[config.mk]
export PLATFORM = sky130hd
export DESIGN_NAME = matrix_index_counter_flat
export DESIGN_NICKNAME = d
export VERILOG_FILES = /design/src/rtl/matrix_index_counter_pkg.sv /design/src/rtl/matrix_index_counter_if.sv /design/src/rtl/matrix_index_counter.sv /design/src/flat_wrapper.sv
export SDC_FILE = /design/constraint.sdc
export NUM_CORES = 1
export LEC_CHECK = 0
export ABC_AREA = 1
export CORE_MARGIN = 4
export CORE_UTILIZATION = 45
export CTS_CLUSTER_DIAMETER = 40
export CTS_CLUSTER_SIZE = 12
export DETAILED_ROUTE_END_ITERATION = 8
export PLACE_DENSITY_LB_ADDON = 0.08
export SYNTH_ARGS = -nofsm -noshare
export SYNTH_HDL_FRONTEND = slang
export SYNTH_SLANG_ARGS = --single-unit
[constraint.sdc]
create_clock -name clk -period 2.4 [get_ports clk]
set_input_delay 0.48 -clock clk [delete_from_list [all_inputs] [get_ports clk]]
set_output_delay 0.48 -clock clk [all_outputs]
set_load 0.02 [all_outputs]
[src/rtl/matrix_index_counter_pkg.sv]
// Shared definitions for the row-major matrix index counter: state encoding and default widths.
package matrix_index_pkg;

    typedef enum logic [1:0] {
        ST_IDLE = 2'd0,
        ST_RUN  = 2'd1,
        ST_DONE = 2'd2
    } state_e;

    localparam int MI_ROW_W = 10;
    localparam int MI_COL_W = 10;

endpackage

[src/rtl/matrix_index_counter_if.sv]
// Control/index bundle between the matrix controller (master) and the index counter (slave).
// Optional addr signal present only when MATRIX_INDEX_ADDR_EN is defined.
interface matrix_index_counter_if
    import matrix_index_pkg::*;
#(
    parameter int ROW_W = MI_ROW_W,
    parameter int COL_W = MI_COL_W
);

    logic             start;
    logic [ROW_W-1:0] num_rows;
    logic [COL_W-1:0] num_cols;
    logic             step;
    logic             clear;
    logic [ROW_W-1:0] row;
    logic [COL_W-1:0] col;
    logic             busy;
    logic             last;
    logic             done;
`ifdef MATRIX_INDEX_ADDR_EN
    logic [ROW_W+COL_W-1:0] addr;
`endif

    modport master (
        output start, num_rows, num_cols, step, clear,
        input  row, col, busy, last, done
`ifdef MATRIX_INDEX_ADDR_EN
        , input addr
`endif
    );

    modport slave (
        input  start, num_rows, num_cols, step, clear,
        output row, col, busy, last, done
`ifdef MATRIX_INDEX_ADDR_EN
        , output addr
`endif
    );

endinterface

[src/rtl/matrix_index_counter.sv]
// Row-major 2-D index counter with start/done handshake, synchronous clear and last flag.
// Define MATRIX_INDEX_ADDR_EN to add a linear addr output maintained without a multiplier.
module matrix_index_counter
    import matrix_index_pkg::*;
#(
    parameter int ROW_W = MI_ROW_W,
    parameter int COL_W = MI_COL_W
) (
    input  logic                  clk,
    input  logic                  reset,
    matrix_index_counter_if.slave bus
);

    state_e           state_q, state_d;
    logic [ROW_W-1:0] row_q, row_d;
    logic [COL_W-1:0] col_q, col_d;
    logic [ROW_W-1:0] rows_q, rows_d;
    logic [COL_W-1:0] cols_q, cols_d;
    logic             busy_q, busy_d;
    logic             done_q, done_d;
`ifdef MATRIX_INDEX_ADDR_EN
    logic [ROW_W+COL_W-1:0] addr_q, addr_d;
`endif

    logic row_end;
    logic col_end;
    logic last_w;

    // Limits are compared only against the latched copies, never the live inputs.
    assign row_end = (row_q == rows_q - ROW_W'(1));
    assign col_end = (col_q == cols_q - COL_W'(1));
    assign last_w  = busy_q && row_end && col_end;

    always_comb begin
        // NOTE: every signal assigned here gets a default first so no latch is inferred.
        state_d = state_q;
        row_d   = row_q;
        col_d   = col_q;
        rows_d  = rows_q;
        cols_d  = cols_q;
        busy_d  = busy_q;
        done_d  = 1'b0;
`ifdef MATRIX_INDEX_ADDR_EN
        addr_d  = addr_q;
`endif

        if (bus.clear) begin
            state_d = ST_IDLE;
            row_d   = '0;
            col_d   = '0;
            busy_d  = 1'b0;
`ifdef MATRIX_INDEX_ADDR_EN
            addr_d  = '0;
`endif
        end else begin
            unique case (state_q)
                ST_IDLE: begin
                    if (bus.start) begin
                        if (bus.num_rows != '0 && bus.num_cols != '0) begin
                            rows_d  = bus.num_rows;
                            cols_d  = bus.num_cols;
                            row_d   = '0;
                            col_d   = '0;
                            busy_d  = 1'b1;
                            state_d = ST_RUN;
`ifdef MATRIX_INDEX_ADDR_EN
                            addr_d  = '0;
`endif
                        end else begin
                            // Empty matrix: report completion without ever going busy.
                            done_d  = 1'b1;
                            state_d = ST_DONE;
                        end
                    end
                end

                ST_RUN: begin
                    if (bus.step) begin
                        if (last_w) begin
                            row_d   = '0;
                            col_d   = '0;
                            busy_d  = 1'b0;
                            done_d  = 1'b1;
                            state_d = ST_DONE;
`ifdef MATRIX_INDEX_ADDR_EN
                            addr_d  = '0;
`endif
                        end else begin
                            if (col_end) begin
                                col_d = '0;
                                row_d = row_q + ROW_W'(1);
                            end else begin
                                col_d = col_q + COL_W'(1);
                            end
`ifdef MATRIX_INDEX_ADDR_EN
                            addr_d = addr_q + (ROW_W+COL_W)'(1);
`endif
                        end
                    end
                end

                ST_DONE: state_d = ST_IDLE;

                default: state_d = ST_IDLE;
            endcase
        end
    end

    // NOTE: state registers use non-blocking assignments so every flop samples pre-edge values.
    always_ff @(posedge clk or posedge reset) begin
        if (reset) begin
            state_q <= ST_IDLE;
            row_q   <= '0;
            col_q   <= '0;
            rows_q  <= '0;
            cols_q  <= '0;
            busy_q  <= 1'b0;
            done_q  <= 1'b0;
`ifdef MATRIX_INDEX_ADDR_EN
            addr_q  <= '0;
`endif
        end else begin
            state_q <= state_d;
            row_q   <= row_d;
            col_q   <= col_d;
            rows_q  <= rows_d;
            cols_q  <= cols_d;
            busy_q  <= busy_d;
            done_q  <= done_d;
`ifdef MATRIX_INDEX_ADDR_EN
            addr_q  <= addr_d;
`endif
        end
    end

    assign bus.row  = row_q;
    assign bus.col  = col_q;
    assign bus.busy = busy_q;
    assign bus.done = done_q;
    assign bus.last = last_w;
`ifdef MATRIX_INDEX_ADDR_EN
    assign bus.addr = addr_q;
`endif

endmodule
[src/flat_wrapper.sv]
// flat-port wrapper written by rule: the top's interface ports become plain ports
module matrix_index_counter_flat import matrix_index_pkg::*;
#(
    parameter int ROW_W = MI_ROW_W,
    parameter int COL_W = MI_COL_W
)
  (clk, reset, bus_start, bus_num_rows, bus_num_cols, bus_step, bus_clear, bus_row, bus_col, bus_busy, bus_last, bus_done);
  matrix_index_counter_if #(.ROW_W(ROW_W), .COL_W(COL_W)) bus_i ();
  input  logic clk;
  input  logic reset;
  input wire logic [$bits(bus_i.start)-1:0] bus_start;
  input wire logic [$bits(bus_i.num_rows)-1:0] bus_num_rows;
  input wire logic [$bits(bus_i.num_cols)-1:0] bus_num_cols;
  input wire logic [$bits(bus_i.step)-1:0] bus_step;
  input wire logic [$bits(bus_i.clear)-1:0] bus_clear;
  output wire logic [$bits(bus_i.row)-1:0] bus_row;
  output wire logic [$bits(bus_i.col)-1:0] bus_col;
  output wire logic [$bits(bus_i.busy)-1:0] bus_busy;
  output wire logic [$bits(bus_i.last)-1:0] bus_last;
  output wire logic [$bits(bus_i.done)-1:0] bus_done;
  assign bus_i.start = bus_start;
  assign bus_i.num_rows = bus_num_rows;
  assign bus_i.num_cols = bus_num_cols;
  assign bus_i.step = bus_step;
  assign bus_i.clear = bus_clear;
  assign bus_row = bus_i.row;
  assign bus_col = bus_i.col;
  assign bus_busy = bus_i.busy;
  assign bus_last = bus_i.last;
  assign bus_done = bus_i.done;
  matrix_index_counter #(.ROW_W(ROW_W), .COL_W(COL_W)) u_core (.clk(clk), .reset(reset), .bus(bus_i));
endmodule
=== After elaboration in Yosys (flattened, before gate mapping) ===
Cells that the tools add are included.

* Add/sub/neg operators: 4
* Equality and inequality tests: 8
* Mux-type cells: 30
* Bitwise logic cells: 1
* Reduce and logical (&&, ||, !) cells: 12

{| class="wikitable"
|+ Operators with widths
! cell !! number
|-
| two-way mux 10 bit || 10
|-
| case mux 10 bit (2 select lines) || 2
|-
| adder 10 x 1 -> 10 bit, second input constant || 2
|-
| equality test 10 bit || 2
|-
| nonzero test 10 bit || 2
|-
| subtractor 10 x 1 -> 10 bit, second input constant || 2
|-
| two-way mux 1 bit || 10
|-
| two-way mux 2 bit || 5
|-
| AND reduction 5 bit || 2
|-
| != test 3 bit, second input constant || 3
|-
| AND reduction 4 bit || 2
|-
| != test 4 x 3 -> 1 bit, second input constant || 1
|-
| case mux 1 bit (2 select lines) || 2
|-
| case mux 2 bit (2 select lines) || 1
|-
| logical AND 1 bit || 3
|-
| != test 3 x 2 -> 1 bit, second input constant || 1
|-
| AND reduction 3 bit || 1
|-
| nonzero test 3 bit || 1
|-
| equality test 2 x 1 -> 1 bit, second input constant || 1
|-
| zero test 2 bit || 1
|-
| inverter 1 bit || 1
|}

* Register bits: 44
* Bits of input ports: 25
* Output and inout port bits: 23
* Logic and storage cells: 62

=== Logic depth before layout (Yosys ltp) ===
Gate-level depths: netlist of run 1.

* Depth in word-level cells: 8
* Depth in mapped cells: 17
* Depth with buffers taken out: 17

=== Worst setup path before layout of run 1 ===
Ideal clock, no wire load.

* Path type: register to output
* Start: register u_core.cols_q[0]
* End: output bus_last
* Arrival: 1.622 ns
* Data required time: 1.920 ns
* Slack: 0.298 ns
* Cell stages (with the launch flop): 12
* Path buffers: 0
* Cell sequence: dfrtp_1 > inv_2 > ha_1 > xor2_1 > nand2_1 > nor2_1 > nand2_1 > nor2_2 > nand2_2 > nor2_2 > nand2_1 > inv_1

* Longest elaborated chain between the ends: 3

{| class="wikitable"
|+ RTL lines
! element !! line !! source
|-
| start: declaration || matrix_index_counter.sv:18 || <nowiki>logic [COL_W-1:0] cols_q, cols_d;</nowiki>
|-
| start signal: assignment || matrix_index_counter.sv:127 || <nowiki>cols_q <= cols_d;</nowiki>
|-
| subtractor 10 x 1 -> 10 bit || matrix_index_counter.sv:31 || <nowiki>assign col_end = (col_q == cols_q - COL_W'(1));</nowiki>
|-
| equality test 10 bit || matrix_index_counter.sv:31 ||
|-
| logical AND 1 bit || matrix_index_counter.sv:32 || <nowiki>assign last_w = busy_q && row_end && col_end;</nowiki>
|-
| end: declaration || flat_wrapper.sv:19 || <nowiki>output wire logic [$bits(bus_i.last)-1:0] bus_last;</nowiki>
|}

No other way between the ends.

=== Worst setup path after layout of run 1 ===
* Start: register u_core.cols_q[1]
* End: output bus_last

The elaborated chain is that of the path after synthesis.

==> flow_summary.json, run 1 <==
{
  "portBuffers": 47,
  "grt_pass1_vias": 2609,
  "drcViolationCount": 0,
  "power_uw": 2430,
  "ios": 48,
  "yosysTopAreaCellShare_pct": 37.2,
  "syn-num-nets": 461,
  "failed_checks": "setup timing",
  "ys_ff_latch": 44,
  "diodes": 0,
  "ys_top_cells_by_count": "nand2_1, nor2_1, inv_1",
  "coreArea_um2": 6390,
  "antenna_found_initial": 0,
  "max_cap_violations": 0,
  "dp_hpwl_mm": 5.73,
  "yosysSeqAreaShare_pct": 37.2,
  "pwr_density_cell_nw_per_um2": 591,
  "setup_viol": 1,
  "min_from": "u_core.bus.busy",
  "startpoint": "u_core.cols_q[1]",
  "design.die.area_um2": 7940,
  "end_kind": "primary output",
  "grt_usage_pct": 19.4,
  "r2r-start": "u_core.cols_q[1]",
  "syn_area_um2": 2960,
  "path_max_fanout": 3,
  "fmax_ghz": 0.415,
  "finalSetupTns_ns": -0.00828,
  "cts_num_sinks": 44,
  "vias_per_cell": 4.72,
  "hold_viol": 0,
  "ys.flop_type": "dfrtp_1",
  "slew_viol_final": 0,
  "cp.arrival_ns": 1.93,
  "grt_pass1_wl_mm": 12.0,
  "vias": 2901,
  "drtAntennaViolNets": 0,
  "yosysWarnings": 0,
  "worst_setup_path_start_kind": "register",
  "syn2layout_area_growth_pct": 39.0,
  "root_buffer": "clkbuf_8",
  "initial_utilization_pct": 46.4,
  "synthCells": 432,
  "synth.avg_cell_area_um2": 6.86,
  "htreeDepth": 2,
  "setup_slack_ns": -0.00828,
  "worst_pin_slew_ns": 0.862,
  "wirelength_mm": 7.25,
  "rows": 29,
  "fillers": 601,
  "clk_latency_ns": 0.30,
  "drt_pass1_iterations": 5,
  "fin_skew_ns": 0.00617,
  "cts_hold_buffers": 0,
  "cts_buffers": 5,
  "required_ns": 1.92,
  "multi_input_area_um2": 1610,
  "holdWs_ns": 0.542,
  "final.period_utilization_pct": 100,
  "async_flop_share_pct": 100,
  "timing.slew.headroom_pct": 42.2,
  "vdd_drop_max_v": 0.000302,
  "synth_edf_count": 0,
  "yosys.cell_count.top_type": "nand2_1",
  "status": "complete, but fails checks",
  "dpl.cell_count": 596,
  "seq_area_um2": 1100,
  "die_x_um": 89.1,
  "rsz0062_at_grt": "true",
  "layout_min_cycle_time_ns": 2.41,
  "drive_gt1_share_pct": 19.4,
  "path_clk_slew_ns": 0.08,
  "cts_buffer_depth": 2,
  "yosys.area.top_type": "dfrtp_1",
  "dieHeight_um": 89.1,
  "ys_top_cells_by_area": "dfrtp_1, nand2_1, nor2_1",
  "hp-class": "register to register",
  "grt_max_degree": 24,
  "p_leak_uw": 0.00203,
  "cts_tree": "yes",
  "gp_congestion": 0.884,
  "post-place-ws_ns": -0.210,
  "avgRoutedWirePerCell_um": 11.8,
  "grt.overflow.total": 0,
  "path_class": "register to primary output",
  "instances_no_fill": 614,
  "finalNetCount": 566,
  "drt-initial-drc-count": 135,
  "yosys.cell_types.count": 30
}
final timing paths:
check / slack [ns] / to / cells past startpoint
setup / recovery: -0.008 / bus_last / 14
hold / removal: 0.54 / u_core.bus.busy / 2
setup reg to reg: 0.14 / u_core.bus.row[3] / 17
hold reg to reg: 0.54 / u_core.bus.busy / 2
max in group asynchronous: 1.31 / u_core.rows_q[6] / 3
min in group asynchronous: 0.56 / u_core.cols_q[2] / 2
where the power goes:
group	leakage (µW)	switching, µW	internal (µW)	total, µW
logic	0.00141	487	490	977
clock network	0.0000503	250	257	506
registers	0.000563	111	839	950
total	0.00203	848	1590	2430
per-layer routing:
| metal | track usage (%) | part of all wire, % | vias to the layer above |
|---|---|---|---|
| met5 | 0 | 0 | - |
| met4 | 4.06 | 0.86 | 0 |
| met3 | 3.04 | 4.0 | 6 |
| met2 | 29.5 | 42 | 58 |
| met1 | 29.1 | 53 | 1284 |
| li1 | - | - | 1553 |
worst max-delay path, stage by stage, from the launching register on:
cell and delay (ns):
dfrtp_1 0.40, buf_6 0.13, nor2_4 0.13, nand2_4 0.08, buf_6 0.12, inv_2 0.05
o21ai_2 0.05, nand2_1 0.07, nand2_1 0.06, nor2_2 0.11, nand2_2 0.07, nor2_2 0.13
nand2_2 0.08, inv_2 0.06, buf_6 0.10
cell families after synthesis:
logic type	synth area share (%)
and+or+nand+nor	38.2
buffers and inverters	10.2
DFF	37.2
AOI/OAI and AO/OA	5.28
xor gates and xnor gates	6.68
adders and majority gates	1.69
muxes	0.760
flip-flops by register name (all words and copies together), names as in the netlist:
| name | flops |
|---|---|
| u_core.bus.busy | 1 |
| u_core.bus.col | 10 |
| u_core.bus.done | 1 |
| u_core.bus.row | 10 |
| u_core.cols_q | 10 |
| u_core.rows_q | 10 |
| u_core.state_q | 2 |
area by class of cell:
class / count / area share (%)
well taps: 77 / 2.34
repair buffers: 108 / 23.5
clock buffers: 7 / 2.34
inverters: 66 / 6.02
multi-input cells: 312 / 39.1
flip-flops and latches: 44 / 26.7
metrics by stage:
stage | util (%) | instance area [µm²]
finish | 64.5 | 4120
global route | 64.5 | 4120
CTS | 63.1 | 4030
detailed placement | 60.7 | 3870
global placement | 60.7 | 3870
floorplan | - | 2960
repair_timing:
item                       in CTS  in global routing
pin swaps                       6                 13
setup endpoints to repair       1                  8
resized for setup              10                 16
buffers inserted                5                  6
cells in the final DEF, fill, tap and decap left out, drive strengths merged:
cell and instances:
a21oi 12, buf 62, clkbuf 7, clkdlybuf4s50 46, clkinv 1, dfrtp 44
ha 4, inv 65, mux2 2, nand2 122, nand3 34, nand3b 4
nand4 12, nor2 73, nor3 8, o21ai 17, or2 3, xnor2 11
xnor3 1, xor2 9
Note: power is estimated with default switching activity, not from simulation.
==> inputs of run 2 (changes only) <==
--- a/config.mk
+++ b/config.mk
@@ -9,9 +9,10 @@
 export CORE_MARGIN = 4
 export CORE_UTILIZATION = 45
 export CTS_CLUSTER_DIAMETER = 40
-export CTS_CLUSTER_SIZE = 12
+export CTS_CLUSTER_SIZE = 14
 export DETAILED_ROUTE_END_ITERATION = 8
 export PLACE_DENSITY_LB_ADDON = 0.08
+export SLEW_MARGIN = 25
 export SYNTH_ARGS = -nofsm -noshare
 export SYNTH_HDL_FRONTEND = slang
 export SYNTH_SLANG_ARGS = --single-unit
==> results of run 2 <==
The final DEF is identical to that of run 1; final timing and power are the same.
